### src/rtl/cordic_cmd_ctrl.sv
// Bus-mapped command front end for the CORDIC coprocessor: angle reduction/fold, issue, wait, sign fix.
// Optional completion interrupt enabled by defining CORDIC_CMD_IRQ_EN.
module cordic_cmd_ctrl #(
  parameter int TIMEOUT   = 64,
  parameter int FULL_TURN = 360
) (
  input  logic        clk,
  input  logic        rst_n,
  input  logic        wr_en,
  input  logic        rd_en,
  input  logic [1:0]  addr,
  input  logic [15:0] wdata,
  output logic [15:0] rdata,
  output logic [15:0] cordic_angle,
  output logic [15:0] cordic_another,
  output logic [3:0]  cordic_select,
  output logic        cordic_valid,
  input  logic [15:0] cordic_out,
  input  logic        cordic_out_valid,
  output logic        busy,
  output logic        irq
);

  typedef enum logic [2:0] {
    S_IDLE, S_REDUCE, S_FOLD, S_ISSUE, S_WAIT, S_FIX, S_DONE
  } state_e;

  localparam int CW = $clog2(TIMEOUT + 1);
  localparam logic signed [16:0] TURN = 17'(FULL_TURN);
  localparam logic signed [16:0] QTR  = 17'(FULL_TURN / 4);
  localparam logic signed [16:0] HALF = 17'(FULL_TURN / 2);
  localparam logic signed [16:0] TQTR = 17'(3 * FULL_TURN / 4);

  state_e             state_q, state_d;
  logic [15:0]        angle_q, another_q, cap_q, result_q, rdata_q;
  logic [15:0]        cang_q, canother_q;
  logic [3:0]         sel_q, csel_q;
  logic signed [16:0] a_q;
  logic [1:0]         quad_q;
  logic [CW-1:0]      cnt_q;
  logic               done_q, err_q;

  logic        wr_idle, start, sel_ok, a_in_range, timeout_hit, neg, irq_bit;
  logic [3:0]  sel_w;
  logic [15:0] fold_a, neg_val;
  logic [1:0]  fold_quad;

  assign wr_idle     = wr_en && (state_q == S_IDLE);
  assign start       = wr_idle && (addr == 2'd2) && wdata[8];
  assign sel_w       = wdata[3:0];
  assign sel_ok      = (sel_w != 4'd0) && ((sel_w & (sel_w - 4'd1)) == 4'd0);
  assign a_in_range  = !a_q[16] && (a_q < TURN);
  assign timeout_hit = (cnt_q == CW'(TIMEOUT - 1));

  // State register
  always_ff @(posedge clk or negedge rst_n) begin
    if (!rst_n) state_q <= S_IDLE;
    else        state_q <= state_d;
  end

  // Next-state logic
  always_comb begin
    state_d = state_q;
    unique case (state_q)
      S_IDLE:   if (start) state_d = !sel_ok ? S_DONE : (sel_w[3] ? S_ISSUE : S_REDUCE);
      S_REDUCE: if (a_in_range) state_d = S_FOLD;
      S_FOLD:   state_d = S_ISSUE;
      S_ISSUE:  state_d = S_WAIT;
      S_WAIT: begin
        if (cordic_out_valid) state_d = S_FIX;
        else if (timeout_hit) state_d = S_DONE;
      end
      S_FIX:    state_d = S_DONE;
      S_DONE:   state_d = S_IDLE;
      default:  state_d = S_IDLE;
    endcase
  end

  // FSM outputs; cordic_valid decodes the state so reset kills it immediately
  always_comb begin
    cordic_valid = 1'b0;
    busy         = 1'b0;
    case (state_q)
      S_ISSUE:                   begin cordic_valid = 1'b1; busy = 1'b1; end
      S_REDUCE, S_FOLD, S_WAIT,
      S_FIX:                     busy = 1'b1;
      default: ;
    endcase
  end

  // Fold a reduced angle in [0, FULL_TURN) into the first quadrant
  always_comb begin
    fold_a    = a_q[15:0];
    fold_quad = 2'd0;
    if (a_q <= QTR) begin
      fold_a = a_q[15:0];            fold_quad = 2'd0;
    end else if (a_q <= HALF) begin
      fold_a = 16'(HALF - a_q);      fold_quad = 2'd1;
    end else if (a_q <= TQTR) begin
      fold_a = 16'(a_q - HALF);      fold_quad = 2'd2;
    end else begin
      fold_a = 16'(TURN - a_q);      fold_quad = 2'd3;
    end
  end

  // sin negative in q2/q3, cos in q1/q2, tan in q1/q3; arctan keeps quad 0
  assign neg     = (sel_q[0] && quad_q[1]) ||
                   (sel_q[1] && (quad_q == 2'd1 || quad_q == 2'd2)) ||
                   (sel_q[2] && quad_q[0]);
  assign neg_val = (cap_q == 16'h8000) ? 16'h7FFF : (~cap_q + 16'd1);

  always_ff @(posedge clk or negedge rst_n) begin
    if (!rst_n) begin
      angle_q <= '0; another_q <= '0; sel_q <= '0; a_q <= '0; quad_q <= '0;
      cnt_q <= '0; cap_q <= '0; result_q <= '0; done_q <= 1'b0; err_q <= 1'b0;
      cang_q <= '0; canother_q <= '0; csel_q <= '0; rdata_q <= '0;
    end else begin
      if (wr_idle) begin
        case (addr)
          2'd0:    angle_q   <= wdata;
          2'd1:    another_q <= wdata;
          2'd2:    sel_q     <= sel_w;
          default: ;
        endcase
      end
      if (start) begin
        done_q <= 1'b0;
        err_q  <= 1'b0;
        a_q    <= {angle_q[15], angle_q};
        quad_q <= 2'd0;
        if (!sel_ok) begin
          err_q  <= 1'b1;
          done_q <= 1'b1;
        end else if (sel_w[3]) begin
          cang_q     <= angle_q;
          canother_q <= another_q;
          csel_q     <= sel_w;
        end
      end
      case (state_q)
        S_REDUCE: begin
          if (a_q[16])         a_q <= a_q + TURN;
          else if (a_q >= TURN) a_q <= a_q - TURN;
        end
        S_FOLD: begin
          cang_q     <= fold_a;
          quad_q     <= fold_quad;
          canother_q <= another_q;
          csel_q     <= sel_q;
        end
        S_ISSUE: cnt_q <= '0;
        S_WAIT: begin
          if (cordic_out_valid) cap_q <= cordic_out;
          else if (timeout_hit) begin
            err_q    <= 1'b1;
            done_q   <= 1'b1;
            result_q <= 16'h0000;
          end else cnt_q <= cnt_q + 1'b1;
        end
        S_FIX: begin
          result_q <= neg ? neg_val : cap_q;
          done_q   <= 1'b1;
        end
        default: ;
      endcase
      if (rd_en) begin
        case (addr)
          2'd0:    rdata_q <= angle_q;
          2'd1:    rdata_q <= another_q;
          2'd2:    rdata_q <= {12'b0, irq_bit, busy, err_q, done_q};
          default: rdata_q <= result_q;
        endcase
      end
    end
  end

`ifdef CORDIC_CMD_IRQ_EN
  logic irq_en_q, irq_q, irq_en_eff;
  // A start write carries its own enable bit into the same-cycle DONE entry
  assign irq_en_eff = start ? wdata[9] : irq_en_q;

  always_ff @(posedge clk or negedge rst_n) begin
    if (!rst_n) begin
      irq_en_q <= 1'b0;
      irq_q    <= 1'b0;
    end else begin
      if (wr_idle && addr == 2'd2) irq_en_q <= wdata[9];
      if (wr_en && addr == 2'd2 && wdata[15]) irq_q <= 1'b0;
      else if (state_d == S_DONE && state_q != S_DONE && irq_en_eff) irq_q <= 1'b1;
    end
  end
  assign irq     = irq_q;
  assign irq_bit = irq_q;
`else
  assign irq     = 1'b0;
  assign irq_bit = 1'b0;
`endif

  assign rdata          = rdata_q;
  assign cordic_angle   = cang_q;
  assign cordic_another = canother_q;
  assign cordic_select  = csel_q;

endmodule

### config.mk
export PLATFORM = sky130hd
export DESIGN_NAME = cordic_cmd_ctrl
export DESIGN_NICKNAME = d
export VERILOG_FILES = /design/src/rtl/cordic_cmd_ctrl.sv
export SDC_FILE = /design/constraint.sdc
export NUM_CORES = 1
export LEC_CHECK = 0
export CAP_MARGIN = 20
export CORE_MARGIN = 2
export CORE_UTILIZATION = 35
export CTS_CLUSTER_SIZE = 40
export DETAILED_ROUTE_END_ITERATION = 16
export GPL_ROUTABILITY_DRIVEN = 0
export PLACE_DENSITY = 0.56
export RECOVER_POWER = 25
export SYNTH_ARGS = -nofsm -noshare
export SYNTH_HDL_FRONTEND = slang
export SYNTH_SLANG_ARGS = --single-unit
### constraint.sdc
create_clock -name clk -period 3.3 [get_ports clk]
set_input_delay 0.33 -clock clk [delete_from_list [all_inputs] [get_ports clk]]
set_output_delay 0.33 -clock clk [all_outputs]
set_load 0.1 [all_outputs]
Word-level counts from Yosys, hierarchy flattened
Index checks and enable logic that the tools add are counted.
{"block": "word_totals", "register_bits": 151}
{"block": "classes", "n_addsub": 8, "n_lt_le_gt_ge": 5, "n_eq_ne": 17, "muxes": 51, "bitwise_logic": 2, "n_reduce_logical": 30}
{"cell": "16-bit two-way mux", "count": 15}
{"cell": "17-bit two-way mux", "count": 4}
{"cell": "16-bit one-hot mux with 3 select lines", "count": 1}
{"cell": "16-bit one-hot mux with 2 select lines", "count": 1}
{"cell": "3-bit one-hot mux with 6 select lines", "count": 1}
{"cell": "17-bit by 10-bit adder with 17-bit output, second input constant", "count": 1}
{"cell": "17-bit by 10-bit >= comparator with 1-bit output, second input constant", "count": 1}
{"cell": "17-bit by 10-bit less-or-equal comparator with 1-bit output, second input constant", "count": 1}
{"cell": "17-bit by 8-bit less-or-equal comparator with 1-bit output, second input constant", "count": 1}
{"cell": "17-bit by 9-bit less-or-equal comparator with 1-bit output, second input constant", "count": 1}
{"cell": "17-bit by 10-bit less-than comparator with 1-bit output, second input constant", "count": 1}
{"cell": "17-bit by 10-bit subtractor with 17-bit output, second input constant", "count": 1}
{"cell": "16-bit by 1-bit adder with 16-bit output, second input constant", "count": 1}
{"cell": "16-bit == test, second input constant", "count": 1}
{"cell": "4-bit two-way mux", "count": 4}
{"cell": "16-bit inverter", "count": 1}
{"cell": "10-bit by 16-bit subtractor with 16-bit output, first input constant", "count": 1}
{"cell": "16-bit by 9-bit subtractor with 16-bit output, second input constant", "count": 1}
{"cell": "9-bit by 16-bit subtractor with 16-bit output, first input constant", "count": 1}
{"cell": "3-bit two-way mux", "count": 5}
{"cell": "7-bit two-way mux", "count": 2}
{"cell": "7-bit one-hot mux with 2 select lines", "count": 1}
{"cell": "3-bit AND reduction", "count": 4}
{"cell": "1-bit two-way mux", "count": 11}
{"cell": "23 further kinds", "count": 51}

Longest topological paths before layout
{"block": "logic_depth", "word_depth": 9, "depth_mapped": 12, "mapped_depth_nobuf": 11}

Least setup slack after synthesis
Ideal clock, no wire load.
{"block": "synth_timing", "kind": "reg2reg", "startpoint": "register state_q[1]", "endpoint": "register rdata_q[2], in the netlist rdata[2]", "setup_time_ns": 0.069, "t_arrival_ns": 2.949, "slack_ns": 0.282, "stages_incl_launch_ff": 6, "period_less_slack_ns": 3.018, "cell_sequence": "dfrtp_1 -> clkbuf_1 -> nor3_1 -> a21oi_1 -> mux4_2 -> mux2_2"}
{"block": "synth_via", "elab_chain_cells": 4, "elab_cells_between_ends": 8, "cone_classes": "eq/ne (5); mux (2); reduce/logical (1)"}
{"element": "start, declared", "line": "34", "source": "state_e state_q, state_d;"}
{"element": "start signal, assigned", "line": "58", "source": "else state_q <= state_d;"}
{"element": "3-bit by 1-bit == test with 1-bit output (tied with other cells)", "line": "83", "source": "case (state_q)"}
{"element": "5-bit OR reduction (no line) *"}
{"element": "1-bit two-way mux *", "line": "83"}
{"element": "named net busy", "line": "20", "source": "output logic busy,"}
{"element": "16-bit one-hot mux with 3 select lines *", "line": "167", "source": "case (addr)"}
{"element": "end signal, assigned", "line": "168", "source": "2'd0: rdata_q <= angle_q;"}
{"element": "end signal, assigned", "line": "169", "source": "2'd1: rdata_q <= another_q;"}
{"element": "end signal, assigned", "line": "170", "source": "2'd2: rdata_q <= {12'b0, irq_bit, busy, err_q, done_q};"}
{"element": "end, declared", "line": "35", "source": "logic [15:0] angle_q, another_q, cap_q, result_q, rdata_q;"}
The timed path passes the listed nets; every way through them passes the cells marked *.
A chain may end at the register's enable or synchronous reset.

Final worst setup path
{"block": "layout_timing", "startpoint": "register a_q[3]", "endpoint": "register a_q[14]"}
{"block": "layout_via", "elab_chain_cells": 4, "elab_cells_between_ends": 6, "cone_classes": "add/sub (2); order compare (1); mux (3)"}
{"element": "start, declared", "line": "38", "source": "logic signed [16:0] a_q;"}
{"element": "start signal, assigned", "line": "129", "source": "a_q <= {angle_q[15], angle_q};"}
{"element": "start signal, assigned", "line": "142", "source": "if (a_q[16]) a_q <= a_q + TURN;"}
{"element": "start signal, assigned", "line": "143", "source": "else if (a_q >= TURN) a_q <= a_q - TURN;"}
{"element": "17-bit by 10-bit subtractor with 17-bit output or 17-bit by 10-bit >= comparator with 1-bit output (tied branches)", "line": "143"}
{"element": "17-bit two-way mux", "line": "143"}
{"element": "17-bit two-way mux *", "line": "142"}
{"element": "17-bit two-way mux *", "line": "140", "source": "case (state_q)"}
Every way passes the cells marked *; elsewhere a longest branch is shown, timed or not.

==> flow_metrics.env <==
export IMPL_worst_pin_slew_ps=2270
export IMPL_fin_cells=1301
export IMPL_cts_root_buffer="clkbuf_16"
export IMPL_synth_edf_count=0
export IMPL_drtPass1Iterations=8
export IMPL_cts_setup_buffers=0
export IMPL_fin_area_um2=10500
export IMPL_cts_buffers=17
export IMPL_totalPowerFinal_mw=12.1
export IMPL_holdPathEnd="cap_q[1]$_DFFE_PN0P_"
export IMPL_fillCellCount=2354
export IMPL_die_x_um=160
export IMPL_grt_pass1_wl_mm=39.6
export IMPL_worstRegToRegCells=12
export IMPL_post_route_min_period_ps=2840
export IMPL_failed_checks="capacitance limit, slew limit"
export IMPL_overflow=0
export IMPL_drv_cap=1
export IMPL_synthDistinctLibCells=89
export IMPL_postPlaceCellArea_um2=9900
export IMPL_status="complete, but fails checks"
export IMPL_wire_per_inst_um=18.8
export IMPL_synth_fa_ha_area_share_pct=2.04
export IMPL_place_inst=1268
export IMPL_holdPathStages=3
export IMPL_synth_seq_cells=151
export IMPL_vias=7102
export IMPL_synthToLayoutAreaGrowth_pct=22.5
export IMPL_path_clk_slew_ps=70
export IMPL_synthesis_area_um2=8570
export IMPL_p_leak_nw=4.49
export IMPL_viasPerCell=5.46
export IMPL_cts_tree="yes"
export IMPL_final_nets=1017
export IMPL_critPathKind="register to register"
export IMPL_fin_crit_sh_pct=85.9
export IMPL_io_buffer_count=92
export IMPL_drc=0
export IMPL_layout_common_cells="151 x dfrtp_1, 118 x nand2_1, 89 x clkdlybuf4s50_1, 70 x mux2_2, 67 x a21oi_1"
export IMPL_ys_seq_area_share_pct=44.1
export IMPL_ff_latch_area_um2=3780
export IMPL_synth_top_family_by_area="compound AO/OA/AOI/OAI gates"
export IMPL_p_per_area_nw_per_um2=1150
export IMPL_yosys_area_share_simple_pct=16.2
export IMPL_avgSynthCellArea_um2=9.80
export IMPL_synth_fp_nets=928
export IMPL_initial_utilization_pct=35.5
export IMPL_drive_gt1_share_pct=18.1
export IMPL_multi_input_area_um2=4490
export IMPL_finalHoldViolations=0
export IMPL_cp_slowest_stage_delay_ps=370
export IMPL_synthArstFlopShare_pct=100
export IMPL_finClkSkew_ps=10.4
export IMPL_drtAntennaViolNets=0
export IMPL_grt_pass1_vias=6917
export IMPL_report_final_slew_viol_count=90
export IMPL_clock_fmax_mhz=353
export IMPL_die_y_um=160
export IMPL_synth_mux_area_share_pct=12.9
export IMPL_rrSetupSlack_ps=460
export IMPL_grt_max_degree=90
export IMPL_synthXorXnorAreaFrac_pct=2.96
export IMPL_rows=57
export IMPL_min_delay_start="cordic_out[1]"
export IMPL_cp_num_buf_inv=2
export IMPL_insertion_delay_ps=430
export IMPL_setup_viol=0
export IMPL_antenna_found_initial=0
export IMPL_die_area_um2=25800
export IMPL_cp_cell_sequence="inv_1 > ha_1 > and3b_1 > o21ai_1 > buf_4 > and2_1 > ha_1 > a41o_1 > nand2_1 > nor2_1 > o311ai_0 > o21ai_0"
export IMPL_io_pins=94
export IMPL_rsz0062_at_grt="no"
export IMPL_cts_path_max_buffers=2
export IMPL_synth_compound_area_share_pct=18.2
export IMPL_netlist_instances=875
export IMPL_r2r_end="a_q[14]$_DFF_PN0_"
export IMPL_crit_path_max_fanout=7
export IMPL_wirelength_mm=24.5
export IMPL_fin_setup_tns_ps=0
export IMPL_slew_headroom_pct=-51.7
export IMPL_r2r_start="a_q[3]$_DFF_PN0_"
export IMPL_ys_warn_count=0
export IMPL_post_cts_resized=0
export IMPL_hold_buffers=0
export IMPL_start_kind="register"
export IMPL_end_kind="register"
export IMPL_max_vdd_ir_drop_uv=513
export IMPL_htree_levels=4
export IMPL_drtIter0Drc=668
export IMPL_layout_commonest_cell="dfrtp_1"
export IMPL_dp_hpwl_mm=17.4
export IMPL_cp_common_cell="ha_1"
export IMPL_cp_top_family="compound AO/OA/AOI/OAI gates"
export IMPL_grtUsageTotal_pct=19.4
export IMPL_cp_arrival_ps=3130
export IMPL_worstPathRequired_ps=3600
export IMPL_design_core_area_um2=24200
export IMPL_n_antenna_cell=0
export IMPL_crit_path_top_delay_cell="dfrtp_1"
export IMPL_hold_path_class="primary input to register"
export IMPL_synth_ff_type="dfrtp_1"
export IMPL_cts_sinks=151
## area by class of cell
cell class,instances,area share [%]
Multi-Input combinational cell,653,42.7
Clock inverter,14,1.48
Inverter,12,0.429
Timing Repair Buffer,129,11.3
Clock buffer,18,4.18
Tap cell,324,3.86
Sequential cell,151,36.0
## worst max-delay path by stage
stage / start / to / slack (ps) / cells after the start
after CTS: a_q[3]$_DFF_PN0_ / a_q[14]$_DFF_PN0_ / 540 / 12
after detailed placement: a_q[3]$_DFF_PN0_ / a_q[14]$_DFF_PN0_ / 550 / 12
after global placement: a_q[3]$_DFF_PN0_ / a_q[14]$_DFF_PN0_ / 590 / 12
after global routing: a_q[3]$_DFF_PN0_ / a_q[14]$_DFF_PN0_ / 250 / 12
final: a_q[3]$_DFF_PN0_ / a_q[14]$_DFF_PN0_ / 460 / 12
after floorplan: state_q[1]$_DFFE_PN0P_ / rdata[2]$_DFFE_PN0P_ / 280 / 5
## registers in the layout (all words and copies together) (netlist names), 4 cells and up
| register | flops |
|---|---|
| sel_q | 4 |
| cordic_another | 16 |
| another_q | 16 |
| a_q | 17 |
| result_q | 16 |
| cap_q | 16 |
| rdata | 16 |
| angle_q | 16 |
| cordic_angle | 16 |
| cordic_select | 4 |
| cnt_q | 7 |
## layer usage
layer  part of all wire, %  GRT usage [%]  vias to the layer above
met5                     0              0                        -
met2                    47           30.6                      226
met3                   4.2           2.76                       40
met4                   2.2           5.98                        0
met1                    47           27.6                     3494
li1                      -              -                     3342
## where the power goes
group	internal [mW]	switching (mW)
clock network	1.03	0.911
logic	2.24	4.37
registers	2.70	0.857
total	5.98	6.14
## cells in the mapped netlist, types with 4 or more instances
library cell / n / area share [%]
dfrtp_1: 151 / 44
nand2_1: 118 / 5.2
mux2_2: 70 / 9.2
a21oi_1: 67 / 3.9
nor2_1: 54 / 2.4
o21ai_0: 41 / 2.4
clkbuf_1: 35 / 1.5
nand3_1: 20 / 1.2
nor3_1: 20 / 1.2
a21o_1: 18 / 1.6
buf_2: 16 / 0.93
xor2_1: 15 / 1.5
a22oi_1: 14 / 1.2
ha_1: 14 / 2.0
xnor2_1: 14 / 1.4
mux2i_1: 12 / 1.4
and3_1: 11 / 0.80
inv_1: 10 / 0.44
mux2_1: 10 / 1.3
a31oi_1: 9 / 0.66
o21ai_1: 9 / 0.53
o31ai_1: 8 / 0.70
o211ai_1: 7 / 0.61
or3_1: 7 / 0.51
a32oi_1: 6 / 0.61
nand3b_1: 6 / 0.53
and2_1: 5 / 0.36
nand2b_1: 5 / 0.36
nor2b_1: 5 / 0.36
buf_1: 4 / 0.18
nor4_1: 4 / 0.29
o22ai_1: 4 / 0.29
or2_2: 4 / 0.29
## per-stage QoR
stage / setup WS (ps) / hold slack, ps / util (%)
2_1_floorplan: 282 / 34.4 / -
3_3_place_gp: 586 / 456 / 41.0
3_5_place_dp: 551 / 459 / 41.0
4_1_cts: 538 / 10.5 / 43.4
5_1_grt: 246 / 458 / 43.4
6_report: 465 / 452 / 43.4
## worst min-delay path, delay by kind of cell
kind | cells | cell delay [ps]
AOI/OAI and AO/OA | 1 | 60
buffers and inverters | 1 | 390
and+or+nand+nor | 1 | 50
## kinds of logic (layout without fill, tap and decap cells)
kind of cell | Yosys count | count (layout)
other | 1 | 1
XOR/XNOR | 29 | 29
AO/OA/AOI/OAI | 229 | 229
multiplexers | 96 | 96
AND/OR/NAND/NOR | 284 | 284
buffers and inverters | 71 | 173
adder cells (fa/ha/maj) | 14 | 14
flip-flops | 151 | 151
Power figures use the tool's default switching activity.
